==> src/rtl/wb_write_arbiter.sv <==
// Purpose : merges the ALU/load result path and the buffered mul/div path onto the single register-file write port.
// Latency : the winning write appears on RegWrite/write_reg_addr/write_reg_data one edge after it is presented.
// Backpr. : ALU path is never stalled; long-latency path uses valid/ready (ready = FIFO not full), fe_stall throttles the ALU when the FIFO starves.
module wb_write_arbiter #(
   parameter int DATA_W       = 64,
   parameter int ADDR_W       = 5,
   parameter int DEPTH        = 2,
   parameter int STARVE_LIMIT = 4
) (
   input  logic                     clk,
   input  logic                     reset,
   input  logic                     alu_wen,
   input  logic [ADDR_W-1:0]        alu_waddr,
   input  logic [DATA_W-1:0]        alu_wdata,
   input  logic                     ll_valid,
   output logic                     ll_ready,
   input  logic [ADDR_W-1:0]        ll_waddr,
   input  logic [DATA_W-1:0]        ll_wdata,
   output logic                     RegWrite,
   output logic [ADDR_W-1:0]        write_reg_addr,
   output logic [DATA_W-1:0]        write_reg_data,
   output logic                     fe_stall,
   output logic [$clog2(DEPTH):0]   fifo_count
);

   localparam int PTR_W = $clog2(DEPTH);
   localparam int CNT_W = PTR_W + 1;
   localparam int SC_W  = $clog2(STARVE_LIMIT + 1);

   localparam logic [CNT_W-1:0] DEPTH_C = CNT_W'(DEPTH);
   localparam logic [SC_W-1:0]  LIMIT_C = SC_W'(STARVE_LIMIT);

   // FIFO storage: one address/data/live triple per slot
   logic [ADDR_W-1:0] q_addr [DEPTH];
   logic [DATA_W-1:0] q_data [DEPTH];
   logic [DEPTH-1:0]  q_live;

   logic [PTR_W-1:0]  rd_ptr;
   logic [PTR_W-1:0]  wr_ptr;
   logic [CNT_W-1:0]  count;

   logic [SC_W-1:0]   starve_cnt;
   logic [SC_W-1:0]   starve_nxt;

   // Per-cycle arbitration terms
   logic              alu_win;
   logic              fifo_ne;
   logic              pop;
   logic              xfer;
   logic              ll_nonzero;
   logic              bypass;
   logic              push;
   logic              push_live;
   logic              head_wr;
   logic [ADDR_W-1:0] head_addr;
   logic [DATA_W-1:0] head_data;

   assign fifo_count = count;

   // Ready depends on occupancy only, so a full FIFO popping this cycle still refuses.
   assign ll_ready   = (count < DEPTH_C);

   assign alu_win    = alu_wen && (alu_waddr != '0);
   assign fifo_ne    = (count != '0);
   assign pop        = !alu_win && fifo_ne;
   assign xfer       = ll_valid && ll_ready;
   assign ll_nonzero = (ll_waddr != '0);

   // Bypass only when nothing older is queued, so ordering is preserved.
   assign bypass     = !alu_win && !fifo_ne && ll_valid && ll_nonzero;

   // Accepted x0 results are consumed without being stored.
   assign push       = xfer && ll_nonzero && !bypass;

   // A same-cycle ALU write to the same register is younger, so the pushed entry is born dead.
   assign push_live  = !(alu_win && (ll_waddr == alu_waddr));

   assign head_addr  = q_addr[rd_ptr];
   assign head_data  = q_data[rd_ptr];
   assign head_wr    = q_live[rd_ptr] && (head_addr != '0);

   // FIFO pointers, occupancy and contents, including write-after-write kill of older entries
   always_ff @(posedge clk or negedge reset) begin
      if (!reset) begin
         rd_ptr <= '0;
         wr_ptr <= '0;
         count  <= '0;
         q_live <= '0;
         for (int i = 0; i < DEPTH; i++) begin
            q_addr[i] <= '0;
            q_data[i] <= '0;
         end
      end else begin
         // Older queued results to the ALU's destination must never reach the register file.
         for (int i = 0; i < DEPTH; i++) begin
            if (alu_win && (q_addr[i] == alu_waddr)) begin
               q_live[i] <= 1'b0;
            end
         end
         if (push) begin
            q_addr[wr_ptr] <= ll_waddr;
            q_data[wr_ptr] <= ll_wdata;
            q_live[wr_ptr] <= push_live;
            wr_ptr         <= wr_ptr + 1'b1;
         end
         if (pop) begin
            rd_ptr <= rd_ptr + 1'b1;
         end
         case ({push, pop})
            2'b10:   count <= count + 1'b1;
            2'b01:   count <= count - 1'b1;
            default: count <= count;
         endcase
      end
   end

   // Register-file write port: ALU first, then FIFO head, then bypass; addr/data hold when idle
   always_ff @(posedge clk or negedge reset) begin
      if (!reset) begin
         RegWrite       <= 1'b0;
         write_reg_addr <= '0;
         write_reg_data <= '0;
      end else if (alu_win) begin
         RegWrite       <= 1'b1;
         write_reg_addr <= alu_waddr;
         write_reg_data <= alu_wdata;
      end else if (pop) begin
         RegWrite <= head_wr;
         if (head_wr) begin
            write_reg_addr <= head_addr;
            write_reg_data <= head_data;
         end
      end else if (bypass) begin
         RegWrite       <= 1'b1;
         write_reg_addr <= ll_waddr;
         write_reg_data <= ll_wdata;
      end else begin
         RegWrite <= 1'b0;
      end
   end

   // Starvation counter: counts consecutive ALU-preempted cycles while results are queued
   always_comb begin
      starve_nxt = starve_cnt;
      if (pop || !fifo_ne) begin
         starve_nxt = '0;
      end else if (alu_win && (starve_cnt != LIMIT_C)) begin
         starve_nxt = starve_cnt + 1'b1;
      end
   end

   // Starvation state and the registered front-end stall request
   always_ff @(posedge clk or negedge reset) begin
      if (!reset) begin
         starve_cnt <= '0;
         fe_stall   <= 1'b0;
      end else begin
         starve_cnt <= starve_nxt;
         fe_stall   <= (starve_nxt >= LIMIT_C);
      end
   end

endmodule

==> config.mk <==
export PLATFORM = sky130hd
export DESIGN_NAME = wb_write_arbiter
export DESIGN_NICKNAME = d
export VERILOG_FILES = /design/src/rtl/wb_write_arbiter.sv
export SDC_FILE = /design/constraint.sdc
export NUM_CORES = 1
export LEC_CHECK = 0
export ABC_AREA = 1
export CAP_MARGIN = 10
export CORE_MARGIN = 5
export CORE_UTILIZATION = 52
export DETAILED_ROUTE_END_ITERATION = 8
export PLACE_DENSITY = 0.86
export RECOVER_POWER = 50
export SYNTH_ARGS = -nofsm -noshare
export SYNTH_HDL_FRONTEND = slang
export SYNTH_SLANG_ARGS = --single-unit
export TNS_END_PERCENT = 1
==> constraint.sdc <==
create_clock -name clk -period 1.8 [get_ports clk]
set_input_delay 0.18 -clock clk [delete_from_list [all_inputs] [get_ports clk]]
set_output_delay 0.18 -clock clk [all_outputs]
set_load 0.1 [all_outputs]
; Word level (Yosys, flattened, before mapping)
; Index checks and enable logic that the tools add are counted.
[totals]
reg_bits = 218
elab_cells = 96
latch_bits = 0
rom_bits = 0
ram_bits = 0
output_inout_bits = 74
mem_count = 0
inputBits = 142
[classes]
div_mod_pow = 0
addsub = 5
multipliers = 0
n_reduce_logical = 27
n_eq_ne = 7
n_mux = 34
shifts = 0
n_lt_le_gt_ge = 8
n_bitwise = 2
[ops]
columns = cell, count
row1 = $mux W64, 8
row2 = $bwmux W128, 1
row3 = $demux W64 S1, 1
row4 = $mux W5, 8
row5 = $eq A5 B5 Y1, 3
row6 = $logic_and A1 B1 Y1, 15
row7 = $reduce_bool A5 Y1, 3
row8 = $bwmux W10, 1
row9 = $mux W1, 8
row10 = $mux W3, 2
row11 = $demux W5 S1, 1
row12 = $ge A2 B2 Y1 const B, 2
row13 = $logic_not A1 Y1, 4
row14 = $lt A1 B2 Y1 const B, 2
row15 = $not A1 Y2, 2
row16 = $pmux W2 S2, 1
row17 = $reduce_bool A2 Y1, 2
row18 = $add A3 B1 Y3 const B, 1
row19 = $ge A3 B3 Y1 const B, 1
row20 = $ne A3 B2 Y1 const B, 1
row21 = $ne A3 B3 Y1 const B, 1
row22 = $reduce_bool A3 Y1, 1
row23 = $add A1 B1 Y1 const B, 2
row24 = $add A2 B1 Y2 const B, 1
row25 = other kinds (11), 11

; Longest topological paths before layout
; Gate-level depths: netlist (run 1).
[logic_depth]
word_depth = 10
ltp_mapped = 12
depth_no_buf = 10

; Least setup slack after synthesis (run 1)
; No wires, ideal clock.
[synth_path]
path_kind = register to register
startpoint = reg count[1], in the netlist fifo_count[1]
endpoint = reg count[1], in the netlist fifo_count[1]
n_path_buf = 0
path_slack_ps = -1086
synth_period_minus_slack_ps = 2886
setup_time_ps = 161
stages_incl_launch_ff = 9
arrival_ps = 2725
required_ps = 1639
path_cell_list = dfrtp_1 -> inv_1 -> nand3_1 -> inv_2 -> nand2_1 -> ha_1 -> a21oi_1 -> o21ai_0 -> xor2_1
[synth_via]
elab_cells_between_ends = 17
cone_classes = 2 x add/sub / 1 x order compare / 2 x eq/ne / 1 x mux / 11 x reduce/logical
[synth_rtl]
columns = item, line_no
row1 = start: declaration, 40  ; logic [CNT_W-1:0] count;
row2 = start signal: assignment, 110  ; 2'b10: count <= count + 1'b1;
row3 = start signal: assignment, 111  ; 2'b01: count <= count - 1'b1;
row4 = start signal: assignment, 112  ; default: count <= count;
row5 = $lt A2 B2 Y1 (*), 61  ; assign ll_ready = (count < DEPTH_C);
row6 = net ll_ready, 16  ; output logic ll_ready,
row7 = $logic_and A1 B1 Y1 (*), 66  ; assign xfer = ll_valid && ll_ready;
row8 = $logic_and A1 B1 Y1 (*) (2 in a row), 73  ; assign push = xfer && ll_nonzero && !bypass;
row9 = $eq A2 B1 Y1 / $eq A2 B2 Y1 (equally long branches), 109  ; case ({push, pop})
row10 = $pmux W2 S2 / $reduce_bool A2 Y1 (equally long branches), n/a
; The timed path passes the listed nets; every way through them passes the cells marked *.
; A chain may end at the register's enable or synchronous reset.

; Worst setup path after layout (run 1)
[layout_path]
startpoint = reg rd_ptr
endpoint = reg write_reg_data[32]
[layout_via]
elab_chain_cells = 8
elab_cells_between_ends = 16
cone_classes = 1 x eq/ne / 11 x mux / 1 x bitwise / 3 x reduce/logical
[layout_lines]
columns = item, line_no
row1 = start: declaration, 38  ; logic [PTR_W-1:0] rd_ptr;
row2 = start signal: assignment, 107  ; rd_ptr <= rd_ptr + 1'b1;
row3 = $not A1 Y2 (not written as such), "78, 79"
row4 = $mux W5 (not written as such) (3 in a row), 78  ; assign head_addr = q_addr[rd_ptr];
row5 = $reduce_bool A5 Y1, 80  ; assign head_wr = q_live[rd_ptr] && (head_addr != '0);
row6 = $logic_and A1 B1 Y1, 80
row7 = $ne A3 B2 Y1 (no line), n/a
row8 = $reduce_and A2 Y1 (no line), n/a
row9 = end signal: assignment, 126  ; write_reg_data <= alu_wdata;
row10 = end signal: assignment, 131  ; write_reg_data <= head_data;
row11 = end signal: assignment, 136  ; write_reg_data <= ll_wdata;
row12 = end: declaration, 21  ; output logic [DATA_W-1:0] write_reg_data,
; Several ways; a longest one is shown, not always the timed one. The select of a mux whose other input is x is not followed.

==> run metrics, run 1 <==
status=complete, but fails checks; violated checks=setup timing; first-pass GRT wire length=52,000 µm; Leak Pwr=0.00723 µW; worst-path fanout max=7; Ports=216; worst reg-to-reg setup slack=-0.02 ns; Setup crit end kind=flop; Final Wtd Congestion=0.872; Hold Path Stages=3; clk_lat worst skew=0.50 ns; Port-buffer cells=215; Gate Count Post-Synth=1,458; Max Slew Vio Count=0; DP HPWL=21,600 µm; CTS clk-pin slew, worst paths=0.06 ns; Layout Utilization=69.7%; initial antenna violation count=2; Max-cap violations=0; measured slew at the worst slew-check pin=1.36 ns; Clock Skew=0.0116 ns; final net count=1,815; Setup WS pre-CTS=-0.165 ns; main combinational cell family by area after synthesis=simple AND/OR/NAND/NOR gates; Post-Synth Simple-Gate Area=34.7%; Tightest Hold Check Type=in2reg; DRC=0; largest net degree at the start of global routing=68; non-filler instance count after layout=1,964; total grt overflow=0; layout cells sized above 1=14.5%; Post-Syn Area per Cell=7.56 µm²; GRT Resource Usage Total=25.9%; mux contribution to synthesized area=0%; Startpoint Class=flop; clk root buf=clkbuf_16; fillers=1,642; Initial DRT Pass Iterations=5; Worst Reg2Reg Path Length in Cells=9; cell total after placement=1,906; number of global-route vias before repair=10,500; worst min-delay path endpoint=q_data[24]; Post-Synth Adder-Cell Area=0.340%; Worst slew margin=9.44%; # setup viols final=9; Ys Warns=0; CP required=2.23 ns; die footprint=0.0242 mm²; fin worst setup slack=-0.0225 ns; Hold Vio Cnt, Final=0; sequential element share of the synthesized area=49.2%; reg2reg start=rd_ptr; compound-cell area share of the yosys netlist=6.19%; core area=0.0210 mm²; final period utilization=101%; CP Class=reg2reg; DR WL/cell=17.3 µm; post-synthesis sequential element count=217; CTS Buf Count=22; CP arrival=2.25 ns; WL final=34,100 µm; Die Wd=156 µm; FF/Latch Area=0.00544 mm²; Vias/cell=5.55; Initial Util=52.6%; min cycle time layout=1.82 ns; synthesis-to-finish area growth=32.4%; TritonCTS clock tree=done; Post-Syn Nets=1,603; TNS Setup=-0.0624 ns; Routed Antenna Nets=0; # clock sinks=217; multi-input logic area=0.00484 mm²; reg2reg end=write_reg_data[32]; RSZ-0062 raised after global routing=yes; Synth cell types=28; Power Dens Cells=2090 mW/mm²; Synth Area in XOR/XNOR=1.43%; Fmax=0.549 GHz; Hold Crit Start=ll_wdata[24]; CTS max path bufs=3; Netlist Area Pre-Place=0.0110 mm²; maximum vdd drop=1440 µV; routed vias=10,900; Die Y=156 µm; 1st-iter DRT viols=1,043; htree depth=1; Rows=53
==> stage by stage <==
step / instance area, µm² / total power, µW / hold slack, ns
2_1_floorplan: 11100 / 20100 / -0.116
3_3_place_gp: 13500 / 23900 / 0.138
3_5_place_dp: 13500 / 24400 / 0.145
4_1_cts: 14300 / 29500 / 0.204
5_1_grt: 14600 / 32200 / 0.288
6_report: 14600 / 30500 / 0.289
==> kinds of logic (layout without fill, tap and decap cells) <==
group | count (synthesis) | count (layout)
and+or+nand+nor | 897 | 898
DFF | 217 | 217
buffers and inverters | 187 | 414
AOI/OAI and AO/OA | 136 | 136
xor gates and xnor gates | 18 | 18
adders and majority gates | 3 | 3
other | 0 | 3
==> cells in the mapped netlist <==
| cell | instances | share of area (%) |
|---|---|---|
| inv_1 | 75 | 2.6 |
| a21oi_1 | 2 | 0.091 |
| nand2_4 | 3 | 0.31 |
| o21ai_0 | 115 | 5.2 |
| xor2_1 | 5 | 0.40 |
| buf_6 | 9 | 0.92 |
| o21ai_1 | 18 | 0.82 |
| nand4_1 | 3 | 0.17 |
| dfrtp_1 | 217 | 49 |
| inv_2 | 7 | 0.24 |
| buf_1 | 11 | 0.37 |
| nor3_1 | 1 | 0.045 |
| nand3_1 | 262 | 12 |
| nor2_4 | 1 | 0.10 |
| buf_2 | 50 | 2.3 |
| nand3_2 | 11 | 1.0 |
| buf_4 | 15 | 1.0 |
| nor2_2 | 2 | 0.11 |
| clkbuf_1 | 19 | 0.65 |
| a211oi_1 | 1 | 0.068 |
| nand3_4 | 1 | 0.16 |
| nand2_1 | 590 | 20 |
| nor2_1 | 20 | 0.68 |
| xnor2_1 | 13 | 1.0 |
| nand3b_1 | 1 | 0.068 |
| inv_4 | 1 | 0.057 |
| nand2_2 | 2 | 0.11 |
| ha_1 | 3 | 0.34 |
==> sequential cells by signal, summed over array words and instances (netlist names) <==
name	count
fe_stall	1
write_reg_data	64
q_data	128
RegWrite	1
q_addr	10
write_reg_addr	5
wr_ptr	1
rd_ptr	1
fifo_count	2
q_live	2
starve_cnt	2
==> repair_timing <==
| item | CTS | global route |
|---|---|---|
| hold buffers | 1 | 0 |
| setup endpoints to repair | 0 | 70 |
| hold endpoints to repair | 85 | 0 |
| setup buffers | 0 | 6 |
| gates resized for setup | 0 | 37 |
==> metal layers <==
layer / wire, µm / vias up / track usage (%)
met4: 1140 / 0 / 9.21
met3: 2950 / 101 / 4.66
met1: 13100 / 5132 / 34.1
met2: 16900 / 581 / 43.3
met5: 0 / - / 0
li1: - / 5086 / -
==> report_power, final <==
group	internal [µW]	switching [µW]	leakage (µW)
Sequential	7200	1290	0.00270
Clock	3040	1920	0.000380
Combinational	4880	12200	0.00415
==> worst max-delay path, cell delays in order (launching register included) <==
cell and delay [ns]:
dfrtp_4 0.54, buf_4 0.16, o21ai_1 0.23, nand3_2 0.12, nand2_4 0.11, nand2_8 0.11
nand2_8 0.17, clkbuf_16 0.17, nand2_1 0.06, nand2_1 0.07
==> worst max-delay path by stage <==
stage	startpoint	end	slack [ns]	cells after the start
finish	rd_ptr	write_reg_data[32]	-0.02	9
global placement	alu_waddr[1]	q_data[31]	-0.13	10
global route	rd_ptr	write_reg_data[32]	-0.06	9
CTS	rd_ptr	write_reg_data[48]	0.02	10
floorplan	fifo_count[1]	fifo_count[1]	-0.44	8
detailed placement	alu_waddr[1]	q_data[34]	-0.16	10
==> final cells by class <==
type	instances	area share, %
flip-flops and latches	217	37.2
inverters	83	2.20
clock buffers	31	4.35
multi-input cells	1055	33.2
diodes	3	0.0514
repair buffers	291	19.6
well taps	275	2.36
clock inverters	9	1.05
==> placed cells by master, fill, tap and decap left out, types with 2 or more instances in the layout <==
cell	synthesis	routed
o21ai_1	18	19
nand4_1	3	3
o21ai_0	115	114
buf_12	0	19
clkbuf_16	0	28
bufinv_16	0	4
nand3_2	11	13
diode_2	0	3
dfrtp_4	0	2
clkbuf_8	0	3
nor2_1	20	18
nand2_4	3	4
xnor2_1	13	13
xor2_1	5	5
clkinvlp_4	0	3
nand2_8	0	3
ha_1	3	2
nand2_1	590	569
inv_2	7	5
buf_6	9	10
clkbuf_2	0	15
nor2_2	2	4
buf_4	15	100
clkinv_2	0	3
nand2_2	2	20
inv_1	75	74
clkbuf_1	19	5
clkdlybuf4s50_1	0	140
dfrtp_1	217	215
nand3_1	262	260
inv_4	1	2
(Power assumes the default switching activity.)
==> run 2: changes to the inputs <==
--- a/config.mk
+++ b/config.mk
@@ -6,11 +6,11 @@
 export NUM_CORES = 1
 export LEC_CHECK = 0
 export ABC_AREA = 1
-export CAP_MARGIN = 10
+export CAP_MARGIN = 20
 export CORE_MARGIN = 5
 export CORE_UTILIZATION = 52
 export DETAILED_ROUTE_END_ITERATION = 8
-export PLACE_DENSITY = 0.86
+export PLACE_DENSITY = 0.87
 export RECOVER_POWER = 50
 export SYNTH_ARGS = -nofsm -noshare
 export SYNTH_HDL_FRONTEND = slang
==> run metrics, run 2 (synthesis results as in run 1) <==
total grt overflow=0 (unchanged); CP arrival=2.22 ns (was 2.25 ns); clk root buf=clkbuf_16 (unchanged); CTS clk-pin slew, worst paths=0.06 ns (about the same); layout cells sized above 1=14.0% (was 14.5%); max reg flops=128 (unchanged); first-pass GRT wire length=51,900 µm (was 52,000 µm); Slowest-stage cell, CP=dfrtp_4 (unchanged); synthesis-to-finish area growth=32.4% (about the same); Vias/cell=5.62 (was 5.55); # clock sinks=217 (unchanged); fillers=1,652 (was 1,642); CTS max path bufs=3 (unchanged); Power Dens Cells=2080 mW/mm² (was 2090 mW/mm²); routed vias=11,100 (was 10,900); Rows=53 (unchanged); GR Util met2=43.1% (was 43.3%); non-filler instance count after layout=1,968 (was 1,964); final net count=1,822 (was 1,815); Max Slew Vio Count=0 (unchanged); die footprint=0.0242 mm² (unchanged); cell mode on critical path=nand2_1; Startpoint Class=flop (unchanged); Port-buffer cells=215 (unchanged); Final Wtd Congestion=0.863 (was 0.872); measured slew at the worst slew-check pin=0.691 ns (was 1.36 ns); Hold Vio Cnt, Final=0 (unchanged); Routed Antenna Nets=0 (unchanged); DP HPWL=21,800 µm (was 21,600 µm); # setup viols final=9 (unchanged); htree depth=1 (unchanged); TritonCTS clock tree=done (unchanged); CP Cell Sequence=buf_6, inv_8, nand2_1, nand2_2, nor2_2, nand3_2, nand2_4, nand2_8, nand2_8, clkbuf_16, nand2_1, nand2_1 (was buf_4, o21ai_1, nand3_2, nand2_4, nand2_8, nand2_8, clkbuf_16, nand2_1, nand2_1); core area=0.0210 mm² (unchanged); Fmax=0.551 GHz (was 0.549 GHz); most flop-heavy register=q_data (unchanged); cell total after placement=1,908 (was 1,906); Clock Skew=0.0156 ns (was 0.0116 ns); min cycle time layout=1.81 ns (was 1.82 ns); 1st-iter DRT viols=1,056 (was 1,043); most common cell after layout, fill and taps aside=nand2_1 (unchanged); Worst path max stage delay=0.53 ns (was 0.54 ns); Initial DRT Pass Iterations=6 (was 5); Worst Reg2Reg Path Length in Cells=12 (was 9); CP required=2.20 ns (was 2.23 ns); clk_lat worst skew=0.52 ns (was 0.50 ns); reg2reg start=rd_ptr (unchanged); violated checks=setup timing (unchanged); status=complete, but fails checks (unchanged); worst reg-to-reg setup slack=-0.01 ns (was -0.02 ns); Die Y=156 µm (unchanged); final period utilization=101% (about the same); GRT Resource Usage Total=25.7% (was 25.9%); final hold slack=0.157 ns (was 0.289 ns); reg2reg end=write_reg_data[60] (was write_reg_data[32]); worst-path fanout max=8 (was 7); initial antenna violation count=1 (was 2); met3 Resource Use GR=4.38% (was 4.66%); RSZ-0062 raised after global routing=yes (unchanged); Leak Pwr=0.00723 µW (about the same); Die Wd=156 µm (unchanged); Worst slew margin=54.0% (was 9.44%); largest net degree at the start of global routing=54 (was 68); Ports=216 (unchanged); WL final=34,000 µm (was 34,100 µm); met1 GRT Util=33.8% (was 34.1%); Setup crit end kind=flop (unchanged); CTS Buf Count=23 (was 22); most used routing layer=met2 (unchanged); fin worst setup slack=-0.0146 ns (was -0.0225 ns); DRC=0 (unchanged); Initial Util=52.6% (unchanged); CP Class=reg2reg (unchanged); DR WL/cell=17.3 µm (about the same); maximum vdd drop=1890 µV (was 1440 µV); most frequent cells in the layout=nand2_1, nand3_1, dfrtp_1, clkdlybuf4s50_1, o21ai_0 (unchanged); Max-cap violations=0 (unchanged); Largest regs=q_data: 128 flops, write_reg_data: 64 flops, q_addr: 10 flops (unchanged); Tightest Hold Check Type=in2async (was in2reg); number of global-route vias before repair=10,700 (was 10,500)
[run 2: changes by cell type in the layout (fill, tap and decap cells not counted), sizes merged]
cell      previous run  this run
clkbuf              51        63
bufinv               4         1
buf                130       131
clkinv               4         0
clkinvlp             3         1
diode                3         1
inv                 81        83
[run 2: worst max path at each step]
stage	startpoint	to	slack [ns]
after CTS	rd_ptr	write_reg_data[51]	0.006
after global routing	rd_ptr	write_reg_data[7]	-0.08
final	rd_ptr	write_reg_data[60]	-0.01
after global placement	alu_waddr[1]	fifo_count[1]	-0.11
after detailed placement	alu_waddr[1]	q_data[107]	-0.17
after floorplan	fifo_count[1]	fifo_count[1]	-0.44
[run 2: through the flow]
stage | worst slack, ns | total power (µW) | utilization (%) | instance area (µm²) | TNS, ns
final | -0.0146 | 30400 | 69.7 | 14600 | -0.0537
after global routing | -0.0754 | 32100 | 69.7 | 14600 | -2.78
after CTS | 0.00580 | 29200 | 68.4 | 14300 | 0
after detailed placement | -0.166 | 24500 | 64.9 | 13600 | -17.62
after global placement | -0.113 | 24000 | 64.9 | 13600 | -10.52
after floorplan | -0.444 | 20100 | - | 11100 | -50.32
[run 2: power breakdown]
group	internal, µW	switching, µW	leakage [µW]
clock	2670	1890	0.000344
sequential	7210	1250	0.00270
combinational	5060	12300	0.00419
[run 2: repair_timing]
action	4_1_cts	5_1_grt
endpoints found under the hold margin	121	0
setup buffers	2	7
hold buffers	1	0
setup endpoints to repair	21	77
pin swaps	0	8
cloned	0	9
gates resized for setup	1	32
[run 2: worst max-delay path, delay by kind of cell, from the launching register on]
family | cells | cell delay [ns]
simple gates | 9 | 0.75
buf+inv | 3 | 0.42
flops | 1 | 0.53
[run 2: per-layer routing]
metal,share of wire [%],up-vias
met5,0,-
met4,2.8,0
met3,9.3,90
met2,49,624
met1,39,5253
li1,-,5092
[run 2: layout make-up]
class | instances | area [µm²] | share of cell area (%)
flip-flops and latches | 217 | 5440 | 37.3
clock buffers | 38 | 672 | 4.60
diodes | 1 | 2.50 | 0.0171
multi-input cells | 1055 | 4820 | 33.0
clock inverters | 2 | 38.8 | 0.266
repair buffers | 297 | 2950 | 20.2
inverters | 83 | 328 | 2.25
well taps | 275 | 344 | 2.36
